<file path="src/rtl/store_commit_buffer.sv">
// Post-retire store buffer: in-order drain to memory over a req/resp handshake,
// with youngest-match word-address forwarding for younger loads.
module store_commit_buffer #(
    parameter int unsigned N     = 3,
    parameter int unsigned DEPTH = 8
) (
    input  logic                         clock,
    input  logic                         reset_n,
    input  logic [N-1:0]                 enq_valid,
    input  logic [N-1:0][31:0]           enq_addr,
    input  logic [N-1:0][31:0]           enq_data,
    input  logic [N-1:0][1:0]            enq_size,
    output logic [$clog2(DEPTH+1)-1:0]   free_slots,
    output logic                         empty,
    output logic                         overflow,
    output logic                         mem_req_valid,
    input  logic                         mem_req_ready,
    output logic [31:0]                  mem_req_addr,
    output logic [31:0]                  mem_req_data,
    output logic [3:0]                   mem_req_be,
    input  logic                         mem_resp_valid,
    input  logic [31:0]                  ld_addr,
    output logic                         ld_hit,
    output logic [31:0]                  ld_data,
    output logic [3:0]                   ld_be
);
    localparam int unsigned PTR_W = $clog2(DEPTH);
    localparam int unsigned CNT_W = $clog2(DEPTH + 1);

    typedef enum logic [1:0] {S_IDLE = 2'd0, S_REQ = 2'd1, S_WAIT = 2'd2} state_t;
    state_t state_q, state_n;

    logic [PTR_W-1:0] head_q, head_n, tail_q, tail_n;
    logic [CNT_W-1:0] count_q, count_n;
    logic [DEPTH-1:0] valid_q, valid_n;
    logic [29:0]      ent_addr_q [DEPTH];
    logic [31:0]      ent_data_q [DEPTH];
    logic [3:0]       ent_be_q   [DEPTH];

    logic [3:0]       lane_be   [N];
    logic [31:0]      lane_data [N];
    logic [PTR_W-1:0] wr_idx    [N];
    logic [CNT_W-1:0] lead, vcnt, accepted;
    logic             run, pop;
    logic [31:0]      req_addr_n, req_data_n;
    logic [3:0]       req_be_n;
    logic [PTR_W-1:0] fwd_idx;
    logic             unused_ld_lsb;

    assign unused_ld_lsb = ^ld_addr[1:0];

    // Byte-lane placement of each incoming store
    always_comb begin
        for (int unsigned i = 0; i < N; i++) begin
            lane_be[i]   = 4'b1111;
            lane_data[i] = enq_data[i];
            unique case (enq_size[i])
                2'd0: begin
                    lane_be[i]   = 4'b0001 << enq_addr[i][1:0];
                    lane_data[i] = enq_data[i] << {enq_addr[i][1:0], 3'b000};
                end
                2'd1: begin
                    lane_be[i]   = 4'b0011 << {enq_addr[i][1], 1'b0};
                    lane_data[i] = enq_data[i] << {enq_addr[i][1], 4'b0000};
                end
                default: ;
            endcase
        end
    end

    // Only the leading contiguous run of valid lanes is eligible, capped by free space
    always_comb begin
        lead = '0;
        vcnt = '0;
        run  = 1'b1;
        for (int unsigned i = 0; i < N; i++) begin
            wr_idx[i] = tail_q + PTR_W'(i);
            if (enq_valid[i]) begin
                vcnt = vcnt + CNT_W'(1);
                if (run) lead = lead + CNT_W'(1);
            end else begin
                run = 1'b0;
            end
        end
        accepted = (lead > free_slots) ? free_slots : lead;
    end

    // Drain FSM next state plus queue bookkeeping
    always_comb begin
        state_n    = state_q;
        head_n     = head_q;
        valid_n    = valid_q;
        pop        = 1'b0;
        req_addr_n = mem_req_addr;
        req_data_n = mem_req_data;
        req_be_n   = mem_req_be;
        unique case (state_q)
            S_IDLE:  if (count_q != '0) state_n = S_REQ;
            S_REQ:   if (mem_req_ready) state_n = S_WAIT;
            S_WAIT:  if (mem_resp_valid) pop = 1'b1;
            default: state_n = S_IDLE;
        endcase
        if (pop) begin
            valid_n[head_q] = 1'b0;
            head_n          = head_q + PTR_W'(1);
        end
        for (int unsigned i = 0; i < N; i++) begin
            if (CNT_W'(i) < accepted) valid_n[wr_idx[i]] = 1'b1;
        end
        tail_n  = tail_q + PTR_W'(accepted);
        count_n = count_q + accepted - CNT_W'(pop);
        if (pop) state_n = (count_n != '0) ? S_REQ : S_IDLE;
        // New head may be the store being written this very cycle
        if (state_n == S_REQ && state_q != S_REQ) begin
            req_addr_n = {ent_addr_q[head_n], 2'b00};
            req_data_n = ent_data_q[head_n];
            req_be_n   = ent_be_q[head_n];
            for (int unsigned i = 0; i < N; i++) begin
                if (CNT_W'(i) < accepted && wr_idx[i] == head_n) begin
                    req_addr_n = {enq_addr[i][31:2], 2'b00};
                    req_data_n = lane_data[i];
                    req_be_n   = lane_be[i];
                end
            end
        end
    end

    always_ff @(posedge clock or negedge reset_n) begin
        if (!reset_n) state_q <= S_IDLE;
        else          state_q <= state_n;
    end

    always_ff @(posedge clock or negedge reset_n) begin
        if (!reset_n) begin
            head_q        <= '0;
            tail_q        <= '0;
            count_q       <= '0;
            valid_q       <= '0;
            free_slots    <= CNT_W'(DEPTH);
            empty         <= 1'b1;
            overflow      <= 1'b0;
            mem_req_valid <= 1'b0;
            mem_req_addr  <= '0;
            mem_req_data  <= '0;
            mem_req_be    <= '0;
        end else begin
            head_q        <= head_n;
            tail_q        <= tail_n;
            count_q       <= count_n;
            valid_q       <= valid_n;
            free_slots    <= CNT_W'(DEPTH) - count_n;
            empty         <= (count_n == '0) && (state_n == S_IDLE);
            overflow      <= overflow | (vcnt > accepted);
            mem_req_valid <= (state_n == S_REQ);
            mem_req_addr  <= req_addr_n;
            mem_req_data  <= req_data_n;
            mem_req_be    <= req_be_n;
        end
    end

    always_ff @(posedge clock) begin
        for (int unsigned i = 0; i < N; i++) begin
            if (CNT_W'(i) < accepted) begin
                ent_addr_q[wr_idx[i]] <= enq_addr[i][31:2];
                ent_data_q[wr_idx[i]] <= lane_data[i];
                ent_be_q[wr_idx[i]]   <= lane_be[i];
            end
        end
    end

    // Walk oldest to youngest so the youngest match is left standing
    always_comb begin
        ld_hit  = 1'b0;
        ld_data = '0;
        ld_be   = '0;
        fwd_idx = '0;
        for (int unsigned k = 0; k < DEPTH; k++) begin
            fwd_idx = head_q + PTR_W'(k);
            if (valid_q[fwd_idx] && ent_addr_q[fwd_idx] == ld_addr[31:2]) begin
                ld_hit  = 1'b1;
                ld_data = ent_data_q[fwd_idx];
                ld_be   = ent_be_q[fwd_idx];
            end
        end
    end
endmodule

</file>
<file path="config.mk">
export PLATFORM = sky130hd
export DESIGN_NAME = store_commit_buffer
export DESIGN_NICKNAME = d
export VERILOG_FILES = /design/src/rtl/store_commit_buffer.sv
export SDC_FILE = /design/constraint.sdc
export NUM_CORES = 2
export LEC_CHECK = 0
export CAP_MARGIN = 20
export CELL_PAD_IN_SITES_DETAIL_PLACEMENT = 1
export CELL_PAD_IN_SITES_GLOBAL_PLACEMENT = 1
export CORE_ASPECT_RATIO = 1.25
export CORE_MARGIN = 2
export CORE_UTILIZATION = 45
export CTS_CLUSTER_DIAMETER = 120
export CTS_CLUSTER_SIZE = 10
export DETAILED_ROUTE_END_ITERATION = 7
export GPL_TIMING_DRIVEN = 0
export PLACE_DENSITY = 0.89
export REMOVE_ABC_BUFFERS = 1
export SLEW_MARGIN = 20
export SYNTH_ARGS = -nofsm -noshare
export SYNTH_HDL_FRONTEND = slang
export SYNTH_SLANG_ARGS = --single-unit
</file>
<file path="constraint.sdc">
create_clock -name clock -period 6.15 [get_ports clock]
set_input_delay 0.615 -clock clock [delete_from_list [all_inputs] [get_ports clock]]
set_output_delay 0.615 -clock clock [all_outputs]
set_load 0.02 [all_outputs]
</file>
==> results.md, run 1 <==
- Ys Warns: 0
- Initial Util: 45.2%
- Post-synthesis register bit count: 620
- First Err: [ERROR GRT-0232] Routing congestion too high. Check the congestion heatmap in the GUI.
- Die height: 427 um
- Simple-gate area share of the yosys netlist: 16.4%
- Yosys cell types: 93
- CTS Buf Count: 73
- Mapped Area: 64500 sq um
- Largest family of logic cells by synthesized area: multiplexers
- Synth Flop Type: edfxtp_1
- Total track usage: 66.1%
- Clock Tree Buf Depth: 3
- Multiplexer area fraction after synthesis: 31.3%
- Die Width: around 340 um
- Ports: 349
- Synth top cells by count: nand2_1 (1725), mux4_2 (712), o21ai_0 (563), edfxtp_1 (528), clkbuf_1 (491)
- Synth top area share: 24.9%
- Total grt overflow: 236
- CTS H-tree lvls: 3
- Syn Inst Count: 6834
- Avg Cell Area, Syn: 9.44 sq um
- Top post-synthesis cells by area: mux4_2 (25%), edfxtp_1 (25%), nand2_1 (10%)
- Status: stopped before the end
- XOR/XNOR Fraction of Synth Area: 3.22%
- DP Worst Slack: -3.33 ns
- CTS root buffer: clkbuf_16
- Stop stage: 5_1_grt
- Post-synthesis sequential area ratio: 28.2%
- IO Port Bufs: ~340
- Area leader, netlist: mux4_2
- Largest net degree at the start of global routing: between 70 and 80
- DP Wirelength: 249 mm
- Post-Synth Adder-Cell Area: less than 1%
- Placer congestion estimate: 1.04
- Count leader, synth: nand2_1
- Synth Area in Compound Gates: 14.9%
- Sink Count: 620
- Post-synth ARST share: between 10% and 20%
- Num rows: 155
- Count of flip-flops with a built-in enable after synthesis: 528
-- cell families after synthesis --
logic type,Yosys count
simple gates,2508
compound gates,1509
mux,1115
buf+inv,813
flops,620
xor+xnor,237
fa+ha+maj,31
other cells,1
-- through the flow --
stage	hold slack, ns	cell area, sq um	cells
after CTS	0.419	78800	8922
after detailed placement	0.465	72600	8628
after global placement	0.457	67000	8310
after floorplan	0.319	61200	6082
-- timing repair --
action	CTS
cloned	32
hold endpoints to repair	39
pin swaps	85
hold buffers	1
endpoints found under the setup margin	97
buffers inserted	127
gates resized for setup	522
-- per-layer routing --
metal	GRT overflow	track usage [%]
met3	7	55.9
met1	8	64.6
met5	0	29.6
met2	113	79.4
met4	108	66.0
==> run 2: changes to the inputs <==
==> config.mk (replaced) <==
export PLATFORM = sky130hd
export DESIGN_NAME = store_commit_buffer
export DESIGN_NICKNAME = d
export VERILOG_FILES = /design/src/rtl/store_commit_buffer.sv
export SDC_FILE = /design/constraint.sdc
export NUM_CORES = 2
export LEC_CHECK = 0
export CAP_MARGIN = 20
export CORE_MARGIN = 2
export CORE_UTILIZATION = 30
export DETAILED_ROUTE_END_ITERATION = 7
export GPL_TIMING_DRIVEN = 0
export PLACE_DENSITY_LB_ADDON = 0.15
export REMOVE_ABC_BUFFERS = 1
export SLEW_MARGIN = 20
export SYNTH_ARGS = -nofsm -noshare
export SYNTH_HDL_FRONTEND = slang
export SYNTH_SLANG_ARGS = --single-unit
==> run 2 against run 1 <==
Compared with the run above: the flow now finishes, with violations (setup timing); synthesized area unchanged; synthesized cell count unchanged.
==> results.md, run 2 <==
- Status: finished, violations left
- Failing checks: setup timing
- Worst setup margin: -0.545 ns
- Slew of the pin with the lowest slew margin: 1.20 ns
- Worst-skew pair later-pin latency: 0.76 ns
- Synth-to-layout area growth: 28.8%
- DP Worst Slack: -2.88 ns
- Logic gate share of total power: between 70% and 80%
- Count of flip-flops with a built-in enable after synthesis: 528
- Total wire length: 353 mm
- CP Launch Type: flip-flop
- IO Port Bufs: between 300 and 400
- Switching Share: 49.0%
- Core Util, Final: 38.8%
- Crit share post-route: 109%
- # setup viols final: 37
- Cells after DPL: 9645
- Largest family of logic cells by synthesized area: multiplexers
- CTS Buf Count: 87
- Core ar.: 214000 sq um
- Multiplexer area fraction after synthesis: 31.3%
- Largest net degree at the start of global routing: 63
- Max cap viols: 0
- Fmax: 149 MHz
- Min cycle time layout: ~6.7 ns
- Layout cell share with drive strength beyond 1: 26.7%
- Worst Clk Skew: roughly 0.052 ns
- Fillers: 20700
- Die area: 219000 sq um
- Sink Count: 620
- Crit-path max FO: 14
- Int Pwr: 0.0292 W
- Reg2Reg Depth: 15
- Post-Synth Adder-Cell Area: less than 1%
- Synth top area share: 24.9%
- Post-DRT Antenna Nets: 0
- Slack of the worst reg-to-reg path: 0.34 ns
- Total grt overflow: 0
- Sequential share of power: 16.1%
- RR Endpoint: mem_req_addr[6]
- Avg Cell Area, Syn: around 9.4 sq um
- Final Max Slew Viols: 0
- RSZ-0062 raised after global routing: true
- DRT iter0 DRCs: roughly 8700
- DP Wirelength: 250 mm
- CTS root buffer: clkbuf_16
- DRC Markers: 0
- Pre-antenna DRT Iters: 6
- Post-DR wirelength/cell: 35.1 um
- Post-synth ARST share: 14.8%
- Ys Warns: 0
- Total track usage: just over 30%
- Post-synthesis register bit count: slightly above 600
- Synth Area in Compound Gates: 14.9%
- Worst slew margin: 20.2%
- Num rows: 170
- Mapped Area: roughly 64000 sq um
- Ports: between 300 and 400
- Commonest non-fill, non-tap cells in the layout: nand2_1 (1704), mux4_2 (714), edfxtp_1 (528), o21ai_0 (512), nor2_1 (372)
- Simple-gate area share of the yosys netlist: 16.4%
- Nets: 7389
- Number of global-route vias before repair: between 50000 and 60000
- Clock Pin Slew Worst Setup and Hold Paths: 0.06 ns
- DR vias: 64500
- Die height: 468 um
- Clock Tree Buf Depth: 3
- First-pass GRT wire length: 482 mm
- Synth Flop Type: edfxtp_1
- Min-delay worst type: in -> async
- Non-filler cells, final: about 10000
- Synth top cells by count: nand2_1 (1725), mux4_2 (712), o21ai_0 (563), edfxtp_1 (528), clkbuf_1 (491)
- Critical Path Sink Type: output pin
- Post-synthesis sequential area ratio: 28.2%
- Worst Setup Path Type: reg -> out
- Static Leakage: roughly 30 nW
- CTS H-tree lvls: 3
- Hold violation count in the final report: 0
- Syn Inst Count: a little under 7000
- Count leader, synth: nand2_1
- Commonest non-fill, non-tap cell in the layout: nand2_1
- Top post-synthesis cells by area: mux4_2 (25%), edfxtp_1 (25%), nand2_1 (10%)
- VDD IR max: 0.305 mV
- CTS tree: yes
- Max reg flops: 256
- Yosys cell types: 93
- Crit path required time: 5.53 ns
- Initial Util: 30.1%
- Placer congestion estimate: 0.969
- XOR/XNOR Fraction of Synth Area: 3.22%
- Design Power: about 0.057 W
- Area leader, netlist: mux4_2
- Clock network fraction of total power: between 9 and 10%
- Die Width: between 400 and 500 um
- Initial antenna violation count: 35
- Net Sw Power: 0.0281 W
- CP arrival: 6.08 ns
- Worst flop-to-flop path startpoint: state_q[0]
- Via density per instance: 6.41
- Power Density: ~700 nW/um^2
## run 2: timing repair
item                                    CTS  global route
gates resized for setup                 470           216
gates cloned                             45             5
setup buffers                           111            63
hold buffers                              1             0
pin swaps                               104           108
hold endpoints to repair                 40             0
endpoints found under the setup margin   48            81
## run 2: worst max path at each step
stage / to / startpoint / slack [ns] / cells past startpoint
6_report: ld_data[4] / head_q[1] / -0.55 / 21
3_3_place_gp: mem_req_be[0] / head_q[0] / -66.84 / 10
5_1_grt: ld_data[4] / head_q[1] / -0.51 / 22
4_1_cts: ld_data[4] / head_q[1] / -0.46 / 22
2_1_floorplan: mem_req_addr[10] / head_q[0] / -36.47 / 9
3_5_place_dp: ld_be[0] / head_q[0] / -2.88 / 19
## run 2: logic make-up after synthesis
| logic type | after synthesis |
|---|---|
| buffers and inverters | 813 |
| multiplexers | 1115 |
| AND/OR/NAND/NOR | 2508 |
| other | 1 |
| adder cells (fa/ha/maj) | 31 |
| XOR/XNOR | 237 |
| AO/OA/AOI/OAI | 1509 |
| flip-flops | 620 |
## run 2: final cells by class
class                   count  area, sq um  share of cell area (%)
repair inverters            3         26.3                  0.0316
clock inverters            42          423                   0.509
well taps                2838         3550                    4.27
repair buffers            947        12800                    15.4
multi-input cells        5402        45400                    54.7
diodes                     19         47.5                  0.0572
flip-flops and latches    620        18200                    21.9
clock buffers             119         2410                    2.90
inverters                  60          282                   0.339
## run 2: power by group through the flow
stage	clock (W)	sequential, W	combinational [W]
after global placement	0	0.0100	0.0274
after detailed placement	0	0.00929	0.0375
after global routing	0.00547	0.00944	0.0445
after CTS	0.00533	0.00911	0.0412
after floorplan	0	0.00928	0.0201
final	0.00527	0.00922	0.0428
## run 2: critical path, cell delays in order, from the launching register on
cell,delay (ns)
dfrtp_4,0.43
buf_16,0.11
buf_16,0.12
buf_16,0.13
clkinvlp_4,0.13
ha_4,0.41
buf_8,0.22
mux4_2,0.51
mux2i_1,0.21
xor2_1,0.32
nand4_1,0.37
nor4_4,0.35
nand4_1,0.29
buf_6,0.24
buf_12,0.13
buf_8,0.12
buf_12,0.15
buf_12,0.16
nor3_4,0.17
o21ai_2,0.08
a311oi_4,0.45
buf_6,0.18
## run 2: per-layer routing
| metal | part of all wire [%] | GRT usage, % | vias up |
|---|---|---|---|
| li1 | - | - | 26500 |
| met1 | 38 | 40.5 | 32400 |
| met2 | 45 | 48.3 | 4512 |
| met3 | 11 | 6.52 | 1058 |
| met4 | 6.3 | 17.0 | 14 |
| met5 | 0.022 | 0 | - |
## run 2: through the flow
step | hold WS [ns] | setup TNS (ns) | instance area [sq um]
floorplan | 0.319 | -5547.14 | 61200
global placement | 0.459 | - | 68200
detailed placement | 0.466 | -148.81 | 74800
CTS | 0.351 | -13.60 | 81400
global route | 0.404 | -14.36 | 83100
finish | 0.356 | -14.26 | 83100
Note: power is estimated with default switching activity, not from simulation.
